**config.mk**
```make
export PLATFORM = sky130hd
export DESIGN_NAME = mult_iter
export DESIGN_NICKNAME = d
export VERILOG_FILES = /design/src/rtl/mult_iter.sv
export SDC_FILE = /design/constraint.sdc
export NUM_CORES = 1
export LEC_CHECK = 0
export ABC_AREA = 0
export CORE_UTILIZATION = 50
export DETAILED_ROUTE_END_ITERATION = 10
export GPL_TIMING_DRIVEN = 0
export PLACE_DENSITY = 0.79
export SYNTH_ARGS = -nofsm -noshare
export SYNTH_HDL_FRONTEND = slang
export SYNTH_SLANG_ARGS = --single-unit
```
**constraint.sdc**
```tcl
create_clock -name clk -period 5.3 [get_ports clk]
set_clock_uncertainty 0.05 [all_clocks]
set_input_delay 0.795 -clock clk [delete_from_list [all_inputs] [get_ports clk]]
set_output_delay 0.795 -clock clk [all_outputs]
set_load 0.05 [all_outputs]
```
**src/rtl/mult_iter.sv**
```systemverilog
// Iterative signed WIDTHxWIDTH radix-2 Booth multiplier; clr doubles as start.
// Optional MULT_HI_EN adds result_hi (upper half of the product).
module mult_iter #(
  parameter int WIDTH = 32,
  parameter int CNT_W = 6
) (
  input  logic             clk,
  input  logic             clr,
  input  logic [WIDTH-1:0] multiplicand,
  input  logic [WIDTH-1:0] multiplier,
`ifdef MULT_HI_EN
  output logic [WIDTH-1:0] result_hi,
`endif
  output logic [WIDTH-1:0] result,
  output logic             exception,
  output logic             ready
);

  localparam logic [CNT_W-1:0] CNT_DONE = CNT_W'(WIDTH + 1);

  typedef enum logic [1:0] {S_LOAD, S_STEP, S_DONE} state_t;

  state_t           state;
  logic [CNT_W-1:0] cnt, cnt_nxt;
  logic [WIDTH:0]   a_r, m_r, a_sum;
  logic [WIDTH-1:0] q_r;
  logic             q_m1;
  logic [WIDTH:0]   p_top;

  // Counter is the state register; state is a pure decode of it
  always_ff @(posedge clk or posedge clr) begin
    if (clr) cnt <= '0;
    else     cnt <= cnt_nxt;
  end

  always_comb begin
    state = S_STEP;
    if (cnt == '0)            state = S_LOAD;
    else if (cnt == CNT_DONE) state = S_DONE;
  end

  always_comb begin
    cnt_nxt = cnt;
    if (state != S_DONE) cnt_nxt = cnt + 1'b1;
  end

  // Booth add/sub selection on {Q[0], q_m1}
  always_comb begin
    a_sum = a_r;
    case ({q_r[0], q_m1})
      2'b01:   a_sum = a_r + m_r;
      2'b10:   a_sum = a_r - m_r;
      default: a_sum = a_r;
    endcase
  end

  always_ff @(posedge clk or posedge clr) begin
    if (clr) begin
      a_r  <= '0;
      q_r  <= '0;
      q_m1 <= 1'b0;
      m_r  <= '0;
    end else begin
      case (state)
        S_LOAD: begin
          a_r  <= '0;
          q_r  <= multiplier;
          q_m1 <= 1'b0;
          m_r  <= {multiplicand[WIDTH-1], multiplicand};
        end
        S_STEP: begin
          a_r  <= {a_sum[WIDTH], a_sum[WIDTH:1]};
          q_r  <= {a_sum[0], q_r[WIDTH-1:1]};
          q_m1 <= q_r[0];
        end
        default: ;
      endcase
    end
  end

  // Product fits in WIDTH signed bits iff P[2W-1:W-1] is all-0 or all-1
  assign p_top = {a_r[WIDTH-1:0], q_r[WIDTH-1]};

  always_comb begin
    ready     = (state == S_DONE);
    result    = '0;
    exception = 1'b0;
`ifdef MULT_HI_EN
    result_hi = '0;
`endif
    if (ready) begin
      result    = q_r;
      exception = !((p_top == '0) || (p_top == '1));
`ifdef MULT_HI_EN
      result_hi = a_r[WIDTH-1:0];
`endif
    end
  end

endmodule

```
Word level (Yosys, flattened, before mapping)
Index checks and enable logic that the tools add are counted.

cells by class
  add/sub/neg operators = 3
  equality and inequality tests = 7
  multiplexer cells = 8
  reductions and logical operators = 6

operator list
  cell                  count
  $pmux 33 s2           2
  $pmux 32 s2           1
  $add 33x33->33        1
  $eq 33x33->1 const B  1
  $logic_not 33->1      1
  $sub 33x33->33        1
  $mux 32               1
  $add 6x1->6 const B   1
  $eq 6x6->1 const B    1
  $logic_not 6->1       1
  $eq 2x1->1 const B    2
  $eq 2x2->1 const B    2
  $mux 2                2
  $logic_not 2->1       1
  $ne 2x2->1 const B    1
  $pmux 1 s2            1
  $reduce_bool 2->1     1
  $logic_not 1->1       1
  $logic_or 1x1->1      1
  $mux 1                1

word-level totals
  bits in registers = 104
  bits of input ports = 66
  output and inout bits = 34

Depth between registers and ports, before layout
Gate-level depths: netlist of the first run.

  word-level depth = 5
  depth in mapped cells = 17
  mapped depth without buffers = 16

Worst setup path after synthesis of the first run
No wires, ideal clock.

  path type = register to register
  from = register m_r[15]
  to = register a_r[26]
  data arrival time = 3554 ps
  required time = 5124 ps
  slack = 1569 ps
  cell stages (with the launch flop) = 16
  buffers on the path = 0
  clock period less this slack = 3731 ps
  path through = dfrtp_1 or4_4 or3_4 and2b_1 and2b_1 a21oi_1 xnor2_1 ha_1 nand2_1 o21ai_0 or3_1 nor3_1 nor2_1 nor3_1 a2111oi_0 a221o_1

on the way
  cells in the longest elaborated chain, start to end = 3
  elaborated cells on any way between the ends = 4

ends and longest elaborated chain
  element                                                  line    RTL
  start: declaration                                       25      logic [WIDTH:0] a_r, m_r, a_sum;
  start signal: assignment                                 69      m_r <= {multiplicand[WIDTH-1], multiplicand};
  $sub 33x33->33 / $add 33x33->33 (equally long branches)  52, 51
  $pmux 33 s2 *                                            50      case ({q_r[0], q_m1})
  $pmux 33 s2 *                                            64      case (state)
  end signal: assignment                                   72      a_r <= {a_sum[WIDTH], a_sum[WIDTH:1]};
  end: declaration                                         25

Mark *: on every way between the ends. The rest lies on a longest branch, timed or not.
A chain may end at the register's enable or synchronous reset.

Final worst setup path of the first run
  from = register m_r[0]
  to = register a_r[26]

The elaborated chain is that of the path after synthesis.

==> metrics.md, run 1 <==
| Metric | Value |
|---|---|
| Port Buffers | `99` |
| CP Max Fanout | `7` |
| Post-CTS Setup Repair Bufs | `0` |
| DRT antenna net count | `0` |
| Post-Syn Area | `7100 µm²` |
| Endpoints failing setup | `0` |
| CTS root buf | `clkbuf_16` |
| Worst rel slew slack | `42.1%` |
| R2R Setup Slk | `0.94 ns` |
| Layout cells sized above 1 | `6.29%` |
| Die Y | `121 µm` |
| Global routing met2 resource utilization | `40.6%` |
| Most frequent cells in the layout | `dfrtp_1, clkdlybuf4s50_1, a21oi_1, nor2_1, xnor2_1` |
| CP endpoint kind | `register` |
| Dominant synthesized flop cell | `dfrtp_1` |
| Area Overhead vs Synth | `22.3%` |
| Vias in the first global route | `6,173` |
| Hold Path Depth | `1` |
| Syn_area_per_cell | `9.17 µm²` |
| Row count | `43` |
| Worst hold path type | `reg2reg` |
| Maximum clock frequency | `230 MHz` |
| Worst-Margin Slew | `0.869 ns` |
| CP required | `5.49 ns` |
| Min-delay src | `cnt[5]` |
| Status | `complete, no violations` |
| Unrepaired setup endpoints after global routing | `no` |
| Register clock-pin slew on the reported worst setup and hold paths | `0.07 ns` |
| Clk buf depth | `2` |
| GRT Total Usage | `27.0%` |
| R2r worst-path depth | `16` |
| H-tree level count | `3` |
| Final hold violations | `0` |
| Gate Count Post-Synth | `~770` |
| Final core occ | `62.5%` |
| CTS Hold Buffers Added | `0` |
| Post-synth EDFFs | `0` |
| Die width | `121 µm` |
| Routed vias | `6,281` |
| Reg2reg start | `m_r[0]` |
| GPL Wtd Cong | `between 0.9 and 1` |
| Dpl hpwl | `14,100 µm` |
| Initial antenna violation count | `0` |
| Max rail drop VDD | `0.297 mV` |
| GRT Max-Usage Layer | `met2` |
| Die ar. | `14,700 µm²` |
| Ports | `100` |
| Leakage power | `3.71 nW` |
| Fin. max-slew vios | `0` |
| Setup CP Type | `reg2reg` |
| Syn_nets | `878` |
| Worst Path Arrival | `4.54 ns` |
| Ys async rst share | `100%` |
| Register bit total from synthesis | `103` |
| Worst R2R End | `a_r[26]` |
| Final Cycle Share | `82.2%` |
| Number of clock buffers inserted by TritonCTS | `9` |
| Number of antenna diodes | `0` |
| TritonRoute pass-1 iters | `5` |
| Worst-Skew Late Latency | `approximately 0.35 ns` |
| Max-cap viol count | `0` |
| Global-route wire length before repair | `30,900 µm` |
| Hold endpoint | `cnt[5]` |
| CTS tree | `built` |
| WL final | `18,600 µm` |
| Wire per inst | `around 17 µm` |
| Yosys cell types | `60` |
| Min cycle time layout | `4.36 ns` |
| Post-synthesis sequential area ratio | `approximately 36%` |
| GR Util met1 | `37.2%` |
| CTS sink cnt | `103` |
| Final net count | `989` |
| Initial core utilization | `roughly 51%` |
| GR Overflow Total | `0` |
| Power Density | `523 nW/µm²` |
| Vias per Instance | `about 5.9` |
| Met3 Use GR | `6.06%` |
| Hold Worst Slack | `about 0.45 ns` |
| Filler cell count | `1,215` |
| Number of remaining DRC errors | `0` |
| Core ar. | `13,900 µm²` |
| Initial DRC count | `about 370` |
| YS warnings | `0` |
| CP Launch Type | `register` |
| Largest net degree at the start of global routing | `~70` |
| Most common cell after layout, fill and taps aside | `dfrtp_1` |
| Setup TNS | `0 ns` |
| PostCTS Resize Cnt | `0` |
==> synthesized netlist by cell type, types with 12 or more instances <==
master	n	area [µm²]
a21o_1	12	90.1
a21oi_1	63	315
mux2i_1	33	330
nor4_1	16	100
nor2_1	59	221
inv_1	15	56.3
ha_1	37	463
nand2_1	37	139
nand4_1	18	113
and2_1	39	244
o21ai_0	48	240
o21bai_1	36	270
dfrtp_1	103	2580
mux2_2	32	360
xnor2_1	51	447
nor3_1	17	85.1
xor2_1	12	105
nand3_1	13	65.1
clkbuf_1	29	109
==> stage by stage <==
step | worst slack, ns | power, mW | std cells | area, µm²
final | 0.944 | 4.54 | 1070 | 8680
after global routing | 0.547 | 4.86 | 1070 | 8680
after CTS | 0.963 | 4.53 | 1070 | 8680
after detailed placement | 1.03 | 3.75 | 1054 | 8340
after global placement | 0.141 | 3.71 | 1053 | 8310
after floorplan | 1.57 | 3.09 | 774 | 7100
==> power breakdown <==
| group | internal (mW) | switching (mW) |
|---|---|---|
| logic | 1.03 | 1.43 |
| clock network | 0.445 | 0.314 |
| registers | 1.03 | 0.290 |
==> final cells by class <==
| class | instances | area, µm² | share of cell area [%] |
|---|---|---|---|
| Multi-Input combinational cell | 618 | 4320 | 49.8 |
| Sequential cell | 103 | 2580 | 29.7 |
| Timing Repair Buffer | 100 | 1020 | 11.7 |
| Clock buffer | 11 | 253 | 2.91 |
| Tap cell | 180 | 225 | 2.59 |
| Buffer | 37 | 139 | 1.60 |
| Clock inverter | 5 | 86.3 | 0.995 |
| Inverter | 16 | 62.6 | 0.721 |
==> how the worst max path moves through the flow <==
stage	from	to	slack, ns
floorplan	m_r[15]	a_r[26]	1.57
global placement	clr	a_r[6]	0.14
detailed placement	m_r[0]	a_r[26]	1.03
CTS	cnt[2]	ready	0.96
global route	m_r[3]	a_r[31]	0.55
finish	m_r[0]	a_r[26]	0.94
==> critical path, cell delays in order (launching register included) <==
cell and delay [ns]:
dfrtp_1 0.45, inv_1 0.09, ha_1 0.18, nor4b_2 0.42, nand3_1 0.32, nor3_4 0.37
a21oi_1 0.13, xnor2_1 0.16, ha_1 0.37, a21oi_1 0.21, o21ai_0 0.17, or3_1 0.36
nor3_1 0.23, nor2_1 0.15, nor3_1 0.18, a2111oi_0 0.10, a221o_1 0.29
==> flip-flops by register name, indices dropped and copies added, names as in the netlist <==
| signal | count |
|---|---|
| a_r | 32 |
| cnt | 6 |
| m_r | 32 |
| q_m1 | 1 |
| q_r | 32 |
==> routing by layer <==
layer / up-vias / part of all wire [%]
met5: - / 0
met4: 0 / 3.4
met3: 51 / 8.7
met2: 250 / 44
met1: 2945 / 44
li1: 3035 / -
==> cell families after synthesis <==
logic type	after synthesis	synth area share [%]
flip-flops	103	36.3
AO/OA/AOI/OAI	214	18.9
XOR/XNOR	63	7.78
multiplexers	65	9.73
buffers and inverters	53	2.80
adder cells (fa/ha/maj)	38	6.81
AND/OR/NAND/NOR	238	17.7
(Power assumes the default switching activity.)
==> run 2, diff against run 1 <==
--- a/config.mk
+++ b/config.mk
@@ -9,7 +9,7 @@
 export CORE_UTILIZATION = 50
 export DETAILED_ROUTE_END_ITERATION = 10
 export GPL_TIMING_DRIVEN = 0
-export PLACE_DENSITY = 0.79
+export PLACE_DENSITY = 0.82
 export SYNTH_ARGS = -nofsm -noshare
 export SYNTH_HDL_FRONTEND = slang
 export SYNTH_SLANG_ARGS = --single-unit
==> constraint.sdc (replaced) <==
create_clock -name clk -period 3.75 [get_ports clk]
set_clock_uncertainty 0.05 [all_clocks]
set_input_delay 0.5625 -clock clk [delete_from_list [all_inputs] [get_ports clk]]
set_output_delay 0.5625 -clock clk [all_outputs]
set_load 0.05 [all_outputs]
==> run 2 against run 1 <==
The flow now finishes with violations (negative setup slack). Critical path depth fell by 1. Critical path type unchanged. Clock power rose by 31%. Sequential cell count did not move. Hold slack got worse by 0.0015 ns. Via count rose by 6.4%. Final cell count rose by 3.1%. Highest routed layer unchanged.
==> metrics.md, run 2 (synthesis gave the netlist of run 1 again) <==
| Metric | Value |
|---|---|
| Status | `finished with violations` |
| Failing checks | `negative setup slack` |
| WL final | `20,500 µm (+10%)` |
| GR Overflow Total | `0 (unchanged)` |
| Setup CP Type | `reg2reg` |
| R2r worst-path depth | `15 (-1)` |
| Endpoints failing setup | `4 (+4)` |
| Min cycle time layout | `3.82 ns (-0.533 ns)` |
| Worst hold path type | `reg2reg` |
| Min-delay src | `cnt[5]` |
| Setup TNS | `-0.105 ns (-0.105 ns)` |
| Max-cap viol count | `0 (unchanged)` |
| Layout cells sized above 1 | `17.6% (+11 points)` |
| Worst Path Arrival | `4.01 ns (-0.53 ns)` |
| Top flop regs | `a_r x32, m_r x32, q_r x32` |
| Core ar. | `13,900 µm² (unchanged)` |
| Ports | `100 (unchanged)` |
| DRT antenna net count | `0 (unchanged)` |
| Power Density | `754 nW/µm² (+44%)` |
| Global-route wire length before repair | `30,900 µm (+0.14%)` |
| Die ar. | `14,700 µm² (unchanged)` |
| Worst-Skew Late Latency | `0.36 ns (about the same)` |
| CP endpoint kind | `register` |
| Leakage power | `3.97 nW (+7.1%)` |
| Slowest stage cell on the critical path | `or4_4` |
| Fin. max-slew vios | `0 (unchanged)` |
| Die Y | `121 µm (unchanged)` |
| Unrepaired setup endpoints after global routing | `yes` |
| Placed cell areas | `8340 µm² (unchanged)` |
| CP startpoint | `m_r[15]` |
| Worst R2R End | `a_r[30]` |
| Initial DRC count | `448 (+22%)` |
| Hold Path Depth | `1 (unchanged)` |
| CP Max Fanout | `4 (-3)` |
| Routed vias | `6,685 (+6.4%)` |
| Final net count | `1,022 (+3.3%)` |
| Vias per Instance | `6.06 (+3.2%)` |
| Final Cycle Share | `102% (+20 points)` |
| CTS tree | `built` |
| Port Buffers | `99 (unchanged)` |
| R2R Setup Slk | `-0.07 ns (-1.02 ns)` |
| GPL Wtd Cong | `0.966 (+2.2%)` |
| CP cell instances | `or4_4, or3_4, and2b_1, and2b_2, a21oi_2, xnor2_1, ha_2, nand2_2, o21ai_2, or3_4, nor3_4, nor2_4, a211o_1, xnor2_1, o22ai_1` |
| Clk buf depth | `2 (unchanged)` |
| Total power | `6.96 mW (+53%)` |
| Number of remaining DRC errors | `0 (unchanged)` |
| TritonRoute pass-1 iters | `7 (+2)` |
| Area Overhead vs Synth | `30.2%` |
| Final Non-Filler Cells | `1,103 (+3.1%)` |
| Most common cell after layout, fill and taps aside | `dfrtp_1` |
| Design Area, Final | `9240 µm² (+6.4%)` |
| Wire per inst | `18.6 µm (+6.8%)` |
| Filler cell count | `1,055 (-13%)` |
| CTS sink cnt | `103 (unchanged)` |
| Initial antenna violation count | `0 (unchanged)` |
| CP required | `3.94 ns (-1.55 ns)` |
| CP Launch Type | `register` |
| Worst rel slew slack | `51.4% (+9.3 points)` |
| DP Cell Count | `1,054 (unchanged)` |
| Initial core utilization | `51.1% (unchanged)` |
| Hold endpoint | `cnt[5]` |
| Reg2reg start | `m_r[15]` |
| H-tree level count | `3 (unchanged)` |
| Number of antenna diodes | `0 (unchanged)` |
| Max rail drop VDD | `0.573 mV (+93%)` |
| Die width | `121 µm (unchanged)` |
| Row count | `43 (unchanged)` |
| Worst-Margin Slew | `0.729 ns (-0.140 ns)` |
| Most frequent cells in the layout | `dfrtp_1, clkdlybuf4s50_1, nor2_1, xnor2_1, a21oi_1` |
| Dpl hpwl | `14,300 µm (+1.5%)` |
| Register clock-pin slew on the reported worst setup and hold paths | `0.07 ns (about the same)` |
| Vias in the first global route | `6,192 (+0.31%)` |
| Number of clock buffers inserted by TritonCTS | `9 (unchanged)` |
| Hold Worst Slack | `0.448 ns (-0.00151 ns)` |
| CTS root buf | `clkbuf_16` |
| Critical Path Max Stage Delay | `0.54 ns (+0.09 ns)` |
| Maximum clock frequency | `262 MHz (+14%)` |
| Final WS setup | `-0.0727 ns (-1.02 ns)` |
| Largest net degree at the start of global routing | `61 (-10%)` |
| GRT Total Usage | `27.2% (+0.24 points)` |
| Final hold violations | `0 (unchanged)` |
==> run 2: layout make-up <==
cell class	instances	area [µm²]	area share (%)
Buffer	30	131	1.42
Sequential cell	103	2580	28.0
Clock inverter	5	63.8	0.691
Multi-Input combinational cell	618	4600	49.8
Timing Repair Buffer	140	1330	14.4
Clock buffer	11	243	2.63
Inverter	16	62.6	0.677
Tap cell	180	225	2.44
==> run 2: worst max-delay path by stage <==
stage	to	depth (start not counted)
after floorplan	a_r[26]	15
after CTS	a_r[30]	14
after global placement	a_r[23]	2
after global routing	a_r[30]	15
final	a_r[30]	15
after detailed placement	a_r[26]	16
==> run 2: power breakdown <==
group,switching (mW),total [mW],internal (mW)
Clock,0.448,0.992,0.544
Combinational,2.30,4.06,1.76
Sequential,0.453,1.91,1.45
Total,3.20,6.96,3.76
==> run 2: through the flow <==
step	util, %	setup slack (ns)
6_report	66.5	-0.0727
5_1_grt	66.5	-0.184
3_3_place_gp	59.9	-1.15
4_1_cts	64.0	-0.0423
3_5_place_dp	60.1	-0.604
2_1_floorplan	-	0.0195
==> run 2: layer usage <==
metal / wire [µm] / vias to the layer above / GRT usage (%)
li1: - / 3111 / -
met1: 8490 / 3182 / 35.7
met2: 9580 / 329 / 43.1
met3: 1820 / 63 / 5.87
met4: 634 / 0 / 12.1
met5: 0 / - / 0
==> run 2: what timing repair did <==
item / CTS / global route
hold buffers: 0 / 0
cloned: 0 / 0
pin swaps: 18 / 42
setup endpoints to repair: 14 / 16
setup buffers: 18 / 22
resized for setup: 36 / 60
==> run 2: critical path: cells and delay by family, from the launching register on <==
family          cells  cell delay, ns
fa+ha+maj           1            0.31
simple gates        8            2.04
xor+xnor            2            0.37
compound gates      4            0.55
flops               1            0.38
